`src/rtl/bus_rr_sched.sv`:
```
// Round-robin scheduler for a shared bus: grants one pending driver FIFO, pops its head packet,
// and routes it to the destination FIFO(s) selected by the packet's top byte.
module bus_rr_sched #(
  parameter int         drvrs     = 4,
  parameter int         pckg_sz   = 16,
  parameter logic [7:0] broadcast = 8'hFF
) (
  input  logic                       clk,
  input  logic                       reset,
  input  logic [drvrs-1:0]           pndng,
  input  logic [drvrs*pckg_sz-1:0]   D_pop,
  output logic [drvrs-1:0]           pop,
  output logic [drvrs-1:0]           push,
  output logic [pckg_sz-1:0]         D_push,
  output logic                       busy,
  output logic [$clog2(drvrs)-1:0]   grant_id,
  output logic [15:0]                drop_cnt
);

  localparam int GW = $clog2(drvrs);

  typedef enum logic [1:0] {StIdle, StCapture, StRoute} state_e;

  state_e             r_state;
  state_e             w_state_d;
  logic [GW-1:0]      r_ptr;
  logic [GW-1:0]      r_grant;
  logic [GW-1:0]      w_sel;
  logic [GW-1:0]      w_idx;
  logic               w_any;
  logic               w_take;
  logic [pckg_sz-1:0] r_data;
  logic [15:0]        r_drop;
  logic [7:0]         w_dest;
  logic [drvrs-1:0]   w_self;
  logic [drvrs-1:0]   w_route;
  logic               w_deliver;
  logic               w_drop;

  assign w_any  = |pndng;
  assign w_take = pndng[r_grant];
  assign w_dest = r_data[pckg_sz-1 -: 8];

  // Scan from the farthest offset down so the nearest pending driver after r_ptr wins.
  always_comb begin
    int idx;
    w_sel = r_ptr;
    w_idx = r_ptr;
    for (int k = drvrs; k >= 1; k--) begin
      idx = int'(r_ptr) + k;
      if (idx >= drvrs) idx = idx - drvrs;
      w_idx = GW'(idx);
      if (pndng[w_idx]) w_sel = w_idx;
    end
  end

  // Destination decode of the latched packet.
  always_comb begin
    w_self          = '0;
    w_self[r_grant] = 1'b1;
    w_route         = '0;
    w_deliver       = 1'b0;
    if (w_dest == broadcast) begin
      w_route   = ~w_self;
      w_deliver = 1'b1;
    end else if (int'(w_dest) < drvrs && int'(w_dest) != int'(r_grant)) begin
      for (int i = 0; i < drvrs; i++) w_route[i] = (int'(w_dest) == i);
      w_deliver = 1'b1;
    end
  end

  assign w_drop = (r_state == StRoute) && !w_deliver;

  always_ff @(posedge clk) begin
    if (reset) r_state <= StIdle;
    else       r_state <= w_state_d;
  end

  always_comb begin
    w_state_d = r_state;
    case (r_state)
      StIdle:    if (w_any) w_state_d = StCapture;
      StCapture: w_state_d = w_take ? StRoute : StIdle;
      StRoute:   w_state_d = StIdle;
      default:   w_state_d = StIdle;
    endcase
  end

  always_ff @(posedge clk) begin
    if (reset) begin
      r_ptr   <= GW'(drvrs - 1);
      r_grant <= '0;
      r_data  <= '0;
      r_drop  <= '0;
    end else begin
      if (r_state == StIdle && w_any) r_grant <= w_sel;
      if (r_state == StCapture && w_take) begin
        r_data <= D_pop[int'(r_grant)*pckg_sz +: pckg_sz];
        r_ptr  <= r_grant;
      end
      if (w_drop && r_drop != 16'hFFFF) r_drop <= r_drop + 16'd1;
    end
  end

  // Strobes are masked while reset is high so an aborted transfer never pops or pushes.
  always_comb begin
    pop  = '0;
    push = '0;
    if (!reset) begin
      case (r_state)
        StCapture: if (w_take) pop[r_grant] = 1'b1;
        StRoute:   push = w_route;
        default:   ;
      endcase
    end
  end

  assign busy     = (r_state != StIdle);
  assign grant_id = r_grant;
  assign drop_cnt = r_drop;
  assign D_push   = r_data;

endmodule

```
`config.mk`:
```
export PLATFORM = sky130hd
export DESIGN_NAME = bus_rr_sched
export DESIGN_NICKNAME = d
export VERILOG_FILES = /design/src/rtl/bus_rr_sched.sv
export SDC_FILE = /design/constraint.sdc
export NUM_CORES = 1
export LEC_CHECK = 0
export ABC_CLOCK_PERIOD_IN_PS = 2100
export CAP_MARGIN = 20
export CORE_ASPECT_RATIO = 1.1
export CORE_MARGIN = 1.5
export CORE_UTILIZATION = 34
export DETAILED_ROUTE_END_ITERATION = 12
export PLACE_DENSITY = 0.74
export SETUP_SLACK_MARGIN = 0.02
export SKIP_CTS_REPAIR_TIMING = 1
export SYNTH_ARGS = -nofsm -noshare
export SYNTH_HDL_FRONTEND = slang
export SYNTH_SLANG_ARGS = --single-unit
```
`constraint.sdc`:
```
create_clock -name clk -period 2.1 [get_ports clk]
set_input_delay 0.42 -clock clk [delete_from_list [all_inputs] [get_ports clk]]
set_output_delay 0.42 -clock clk [all_outputs]
set_load 0.05 [all_outputs]
```
==> results.json, run 1 <==
{
  "grt_usage": 0.1944,
  "synth-seq-area-share": 0.3267,
  "tns_ps": -1953,
  "startpoint_type": "flop",
  "worstPathArrival_ps": 2050,
  "worst-setup-path-type": "flop to output pin",
  "port_buffers": 112,
  "final_cell_mix": "clkdlybuf4s50_1, nor2_1, buf_4",
  "fillerInstances": 548,
  "overflow": 0,
  "cp.depth": 5,
  "grt_max_degree": 24,
  "rsz0062_at_grt": "yes",
  "vias_per_cell": 5.365,
  "cts_buffers": 5,
  "critPathSlowestCell": "or4_4",
  "synth_cells": 237,
  "diodes": 0,
  "postLayoutCellArea_um2": 4182,
  "grt_pass1_vias": 2390,
  "syn_to_final_growth_pct": 79.58,
  "crit_fanout": 5,
  "crit_buf_inv": 1,
  "fin_crit_sh": 1.175,
  "die_w_um": 81.91,
  "layout-drive-gt1-share": 0.3298,
  "yosys.area.top_type": "dfxtp_1",
  "antenna_found_initial": 0,
  "routedWlPerCell_um": 15.42,
  "drtIter0Drc": 100,
  "drv_slew": 0,
  "hold_path.class": "flop to flop",
  "cts-root-buf": "clkbuf_8",
  "ant_nets": 0,
  "yosys_register_bits": 38,
  "critical_path_required_ps": 1680,
  "fin_ws_ps": -368.1,
  "postPlaceCellArea_um2": 3891,
  "syn_avg_cell_area_um2": 9.825,
  "yosysWarningCount": 0,
  "p_leak_nw": 1.642,
  "core-area_um2": 6594,
  "final.setup_skew_ps": 5.795,
  "grt_pass1_wl_um": 11220,
  "die-area_um2": 7355,
  "io_pins": 113,
  "worst_pin_slew_ps": 687.7,
  "timing.fmax_mhz": 405.2,
  "die_h_um": 89.80,
  "ys_types": 48,
  "cts.sinks": 38,
  "cts_tree": "yes",
  "drc_errors": 0,
  "grtUsageMet3": 0.05381,
  "cts_buffer_depth": 2,
  "maxSlewHeadroom": 0.5415,
  "peakVddDrop_uv": 296.6,
  "htreeDepth": 2,
  "top_usage_layer": "met2",
  "gr-usage-met2": 0.3292,
  "post-route-min-period_ps": 2468,
  "p_per_area_nw_per_um2": 539.7,
  "dr.pass1.iters": 5,
  "synth-edff-count": 0,
  "start_util": 0.3531,
  "setup-violations-final": 8,
  "crit_family": "simple AND/OR/NAND/NOR gates",
  "rows": 31,
  "cpPeakStageDelay_ps": 520,
  "status": "finished, violations left",
  "grt_use_met1": 0.2374,
  "r2r_cells": 7,
  "nets": 443,
  "final_common_cell": "clkdlybuf4s50_1",
  "vias": 2441,
  "drv_cap": 0,
  "clkTransAtPathRegs_ps": 70,
  "gp_congestion": 0.8310,
  "place_ws_ps": -207.7,
  "synth_area_um2": 2328,
  "worstHoldPathCells": 2,
  "clock_latency_ps": 290,
  "hpwl_um": 5319,
  "hold_viol": 0,
  "path_cells": "or4_4 > a2111oi_4 > a32oi_2 > nor3_4 > buf_12",
  "yosys-top-cells-area": "dfxtp_1, mux4_2, mux2i_1",
  "synth_async_sr_flop_share": 0,
  "violations": "negative setup slack",
  "synthFlopType": "dfxtp_1",
  "wirelength_um": 7015,
  "end_kind": "output pin",
  "synth.net_count": 308,
  "synth_top_area_frac": 0.3267
}
metrics by stage:
stage	hold WS (ps)	std cells	power (mW)	utilization
2_1_floorplan	494.5	237	1.319	-
3_3_place_gp	465.9	444	1.626	0.5901
3_5_place_dp	469.3	444	1.636	0.5901
4_1_cts	481.0	452	2.222	0.6068
5_1_grt	498.9	455	2.365	0.6342
6_report	479.7	455	2.257	0.6342
worst reg2reg max path: stages (launching register included):
cell	delay, ps
dfxtp_4	370
xnor2_4	190
a2111oi_4	120
buf_4	180
or3_4	420
buf_6	150
or4_4	470
a21oi_2	120
logic make-up after synthesis:
group	count (synthesis)	share of synthesized area
AOI/OAI and AO/OA	37	0.1198
xor gates and xnor gates	6	0.02901
adders and majority gates	1	0.005373
buffers and inverters	25	0.05911
DFF	38	0.3267
muxes	36	0.2483
and+or+nand+nor	94	0.2117
layer usage:
metal  wire, um  part of all wire
met1       2709              0.39
met5          0                 0
met3        474             0.068
met2       3708              0.53
met4        123             0.018
synthesized netlist by cell type, types with 2 or more instances:
master,count
a211o_1,2
a211oi_1,3
a21oi_1,11
a32oi_1,3
buf_1,2
buf_2,2
buf_4,2
clkbuf_1,7
dfxtp_1,38
inv_1,9
mux2i_1,18
mux4_2,17
nand2_1,13
nand2b_1,2
nand3_1,5
nand3b_1,2
nand4_1,6
nor2_1,30
nor3_1,12
nor4_1,6
o21ai_0,4
o31ai_1,6
or3_1,3
or4_1,6
xnor2_1,4
xnor2_2,2
final timing paths:
path          startpoint           to  slack, ps
max           D_push[10]      push[1]       -370
min reg2reg  drop_cnt[1]  drop_cnt[1]        480
max reg2reg  grant_id[1]  drop_cnt[5]         30
min          drop_cnt[1]  drop_cnt[1]        480
final cells by class:
cell class	instances	area (um^2)	area share
timing repair buffer	144	1500	0.3588
sequential	38	788.3	0.1885
tap	82	102.6	0.02454
inverter	9	33.78	0.008079
multi-input combinational	174	1647	0.3938
clock buffer	8	110.1	0.02633
power breakdown:
group          leakage [nW]  internal [mW]  switching, mW
combinational          1.27          0.458          0.408
clock                0.0575          0.331          0.256
sequential            0.316          0.763         0.0418
total                  1.64           1.55          0.705
sequential cells by signal (all words and copies together) (netlist names):
signal,count
D_push,16
drop_cnt,16
grant_id,2
r_ptr,2
r_state,2
No activity file was read; power rests on OpenSTA's default activity.
==> inputs of run 2 (changes only) <==
--- a/config.mk
+++ b/config.mk
@@ -9,11 +9,10 @@
 export CAP_MARGIN = 20
 export CORE_ASPECT_RATIO = 1.1
 export CORE_MARGIN = 1.5
-export CORE_UTILIZATION = 34
+export CORE_UTILIZATION = 37
 export DETAILED_ROUTE_END_ITERATION = 12
-export PLACE_DENSITY = 0.74
+export PLACE_DENSITY = 0.79
 export SETUP_SLACK_MARGIN = 0.02
-export SKIP_CTS_REPAIR_TIMING = 1
 export SYNTH_ARGS = -nofsm -noshare
 export SYNTH_HDL_FRONTEND = slang
 export SYNTH_SLANG_ARGS = --single-unit
==> run 2 against run 1 <==
The run still ends with negative setup slack left. Via count up 1.6%. Total power down 3.5%. Clock power down 17%. Final area up 0.90%. Sequential share of layout area about the same. Global-route usage up 1.4 points. Cell count up 1.3%. Sequential cell count unchanged. Core utilization up 5.5 points. Critical path depth unchanged. Hold slack better by 11 ps. Routed wire length up 3.6%. Highest routed layer unchanged.
==> results.json, run 2 (same netlist as run 1, synthesis figures left out) <==
{
  "port_buffers": 112,
  "drtIter0Drc": 78,
  "fillerInstances": 476,
  "drc_errors": 0,
  "diodes": 0,
  "layout-drive-gt1-share": 0.3281,
  "hold_viol": 0,
  "grt_usage": 0.2087,
  "htreeDepth": 2,
  "p_leak_nw": 1.652,
  "rows": 30,
  "status": "finished, violations left",
  "timing.fmax_mhz": 397.5,
  "die-area_um2": 6778,
  "grt_pass1_wl_um": 11100,
  "cts_tree": "yes",
  "critical_path_required_ps": 1680,
  "postLayoutCellArea_um2": 4219,
  "drv_cap": 0,
  "cpPeakStageDelay_ps": 540,
  "die_w_um": 78.64,
  "crit_fanout": 5,
  "vias": 2481,
  "worstPathArrival_ps": 2100,
  "syn_to_final_growth_pct": 81.19,
  "cts-root-buf": "clkbuf_8",
  "final_cell_mix": "clkdlybuf4s50_1, buf_4, nor2_1",
  "r2r_cells": 8,
  "io_pins": 113,
  "antenna_found_initial": 0,
  "worst_pin_slew_ps": 582.6,
  "fin_util": 0.6896,
  "rsz0062_at_grt": "yes",
  "cts_buffers": 5,
  "violations": "negative setup slack",
  "final_common_cell": "clkdlybuf4s50_1",
  "worst-setup-path-type": "flop to output pin",
  "clkTransAtPathRegs_ps": 70,
  "cts.sinks": 38,
  "final.setup_skew_ps": 7.151,
  "hpwl_um": 5205,
  "p_per_area_nw_per_um2": 516.1,
  "fin_crit_sh": 1.198,
  "die_h_um": 86.20,
  "critPathSlowestCell": "or4_4",
  "postCtsHoldBufs": 0,
  "cts_buffer_depth": 2,
  "drv_slew": 0,
  "dr.pass1.iters": 4,
  "clock_latency_ps": 300,
  "gp_congestion": 0.8895,
  "ant_nets": 0,
  "post-route-min-period_ps": 2515,
  "path_cells": "or4_4 > a2111oi_4 > a32oi_1 > nor3_4 > buf_12",
  "worstHoldPathCells": 2,
  "nets": 451,
  "grt_max_degree": 20,
  "maxSlewHeadroom": 0.6116,
  "postPlaceCellArea_um2": 3891,
  "startpoint_type": "flop",
  "hold_path.class": "flop to flop",
  "peakVddDrop_uv": 349.5,
  "overflow": 0,
  "fin_ws_ps": -415.4,
  "routedWlPerCell_um": 15.77,
  "start_util": 0.3806,
  "wirelength_um": 7268,
  "vias_per_cell": 5.382,
  "setup-violations-final": 11,
  "grt_pass1_vias": 2421,
  "end_kind": "output pin",
  "core-area_um2": 6118
}
## run 2: timing repair
item	CTS	global route
buffers inserted	6	6
pin swaps	8	15
setup endpoints to repair	17	17
resized for setup	11	31
## run 2: critical path: cells and delay by family, from the launching register on
kind	cells	cell delay, ps
flip-flops	1	340
AND/OR/NAND/NOR	2	730
AO/OA/AOI/OAI	2	570
buffers and inverters	1	160
## run 2: final timing paths
path	startpoint	endpoint	slack (ps)
worst max-delay path	D_push[11]	push[3]	-420
worst min-delay path	drop_cnt[1]	drop_cnt[1]	490
worst max register to register	D_push[11]	drop_cnt[9]	-20
worst min register to register	drop_cnt[1]	drop_cnt[1]	490
## run 2: area by class of cell
type,count,area [um^2],area share
Inverter,9,33.78,0.008007
Tap cell,80,100.1,0.02372
Sequential cell,38,793.3,0.1880
Timing Repair Buffer,152,1549,0.3671
Clock buffer,8,80.08,0.01898
Multi-Input combinational cell,174,1663,0.3941
## run 2: metrics by stage
step | std cells | TNS [ps] | hold slack (ps) | power, mW | setup slack (ps)
6_report | 461 | -2192 | 490.2 | 2.178 | -415.4
5_1_grt | 461 | -3201 | 508.0 | 2.273 | -496.2
4_1_cts | 457 | -2164 | 490.6 | 2.153 | -397.5
3_5_place_dp | 444 | -3781 | 480.1 | 1.634 | -192.4
3_3_place_gp | 444 | -2619 | 467.8 | 1.620 | -163.1
2_1_floorplan | 237 | -2032 | 494.5 | 1.319 | -449.4
## run 2: power by group
| group | internal, mW | leakage (nW) | switching, mW | total (mW) |
|---|---|---|---|---|
| Sequential | 0.762 | 0.317 | 0.0420 | 0.804 |
| Combinational | 0.466 | 1.30 | 0.419 | 0.885 |
| Clock | 0.236 | 0.0395 | 0.253 | 0.489 |
| Total | 1.46 | 1.65 | 0.714 | 2.18 |
## run 2: routing by layer
| layer | share of wire | track usage |
|---|---|---|
| met2 | 0.54 | 0.3762 |
| met3 | 0.070 | 0.05789 |
| met1 | 0.38 | 0.2308 |
| met5 | 0 | 0 |
| met4 | 0.012 | 0.08442 |
==> inputs of run 3 (changes only) <==
--- a/config.mk
+++ b/config.mk
@@ -11,6 +11,7 @@
 export CORE_MARGIN = 1.5
 export CORE_UTILIZATION = 37
 export DETAILED_ROUTE_END_ITERATION = 12
+export GPL_ROUTABILITY_DRIVEN = 0
 export PLACE_DENSITY = 0.79
 export SETUP_SLACK_MARGIN = 0.02
 export SYNTH_ARGS = -nofsm -noshare
==> results of run 3 <==
Same layout as run 2: the final DEF is identical, and so are final timing and power.
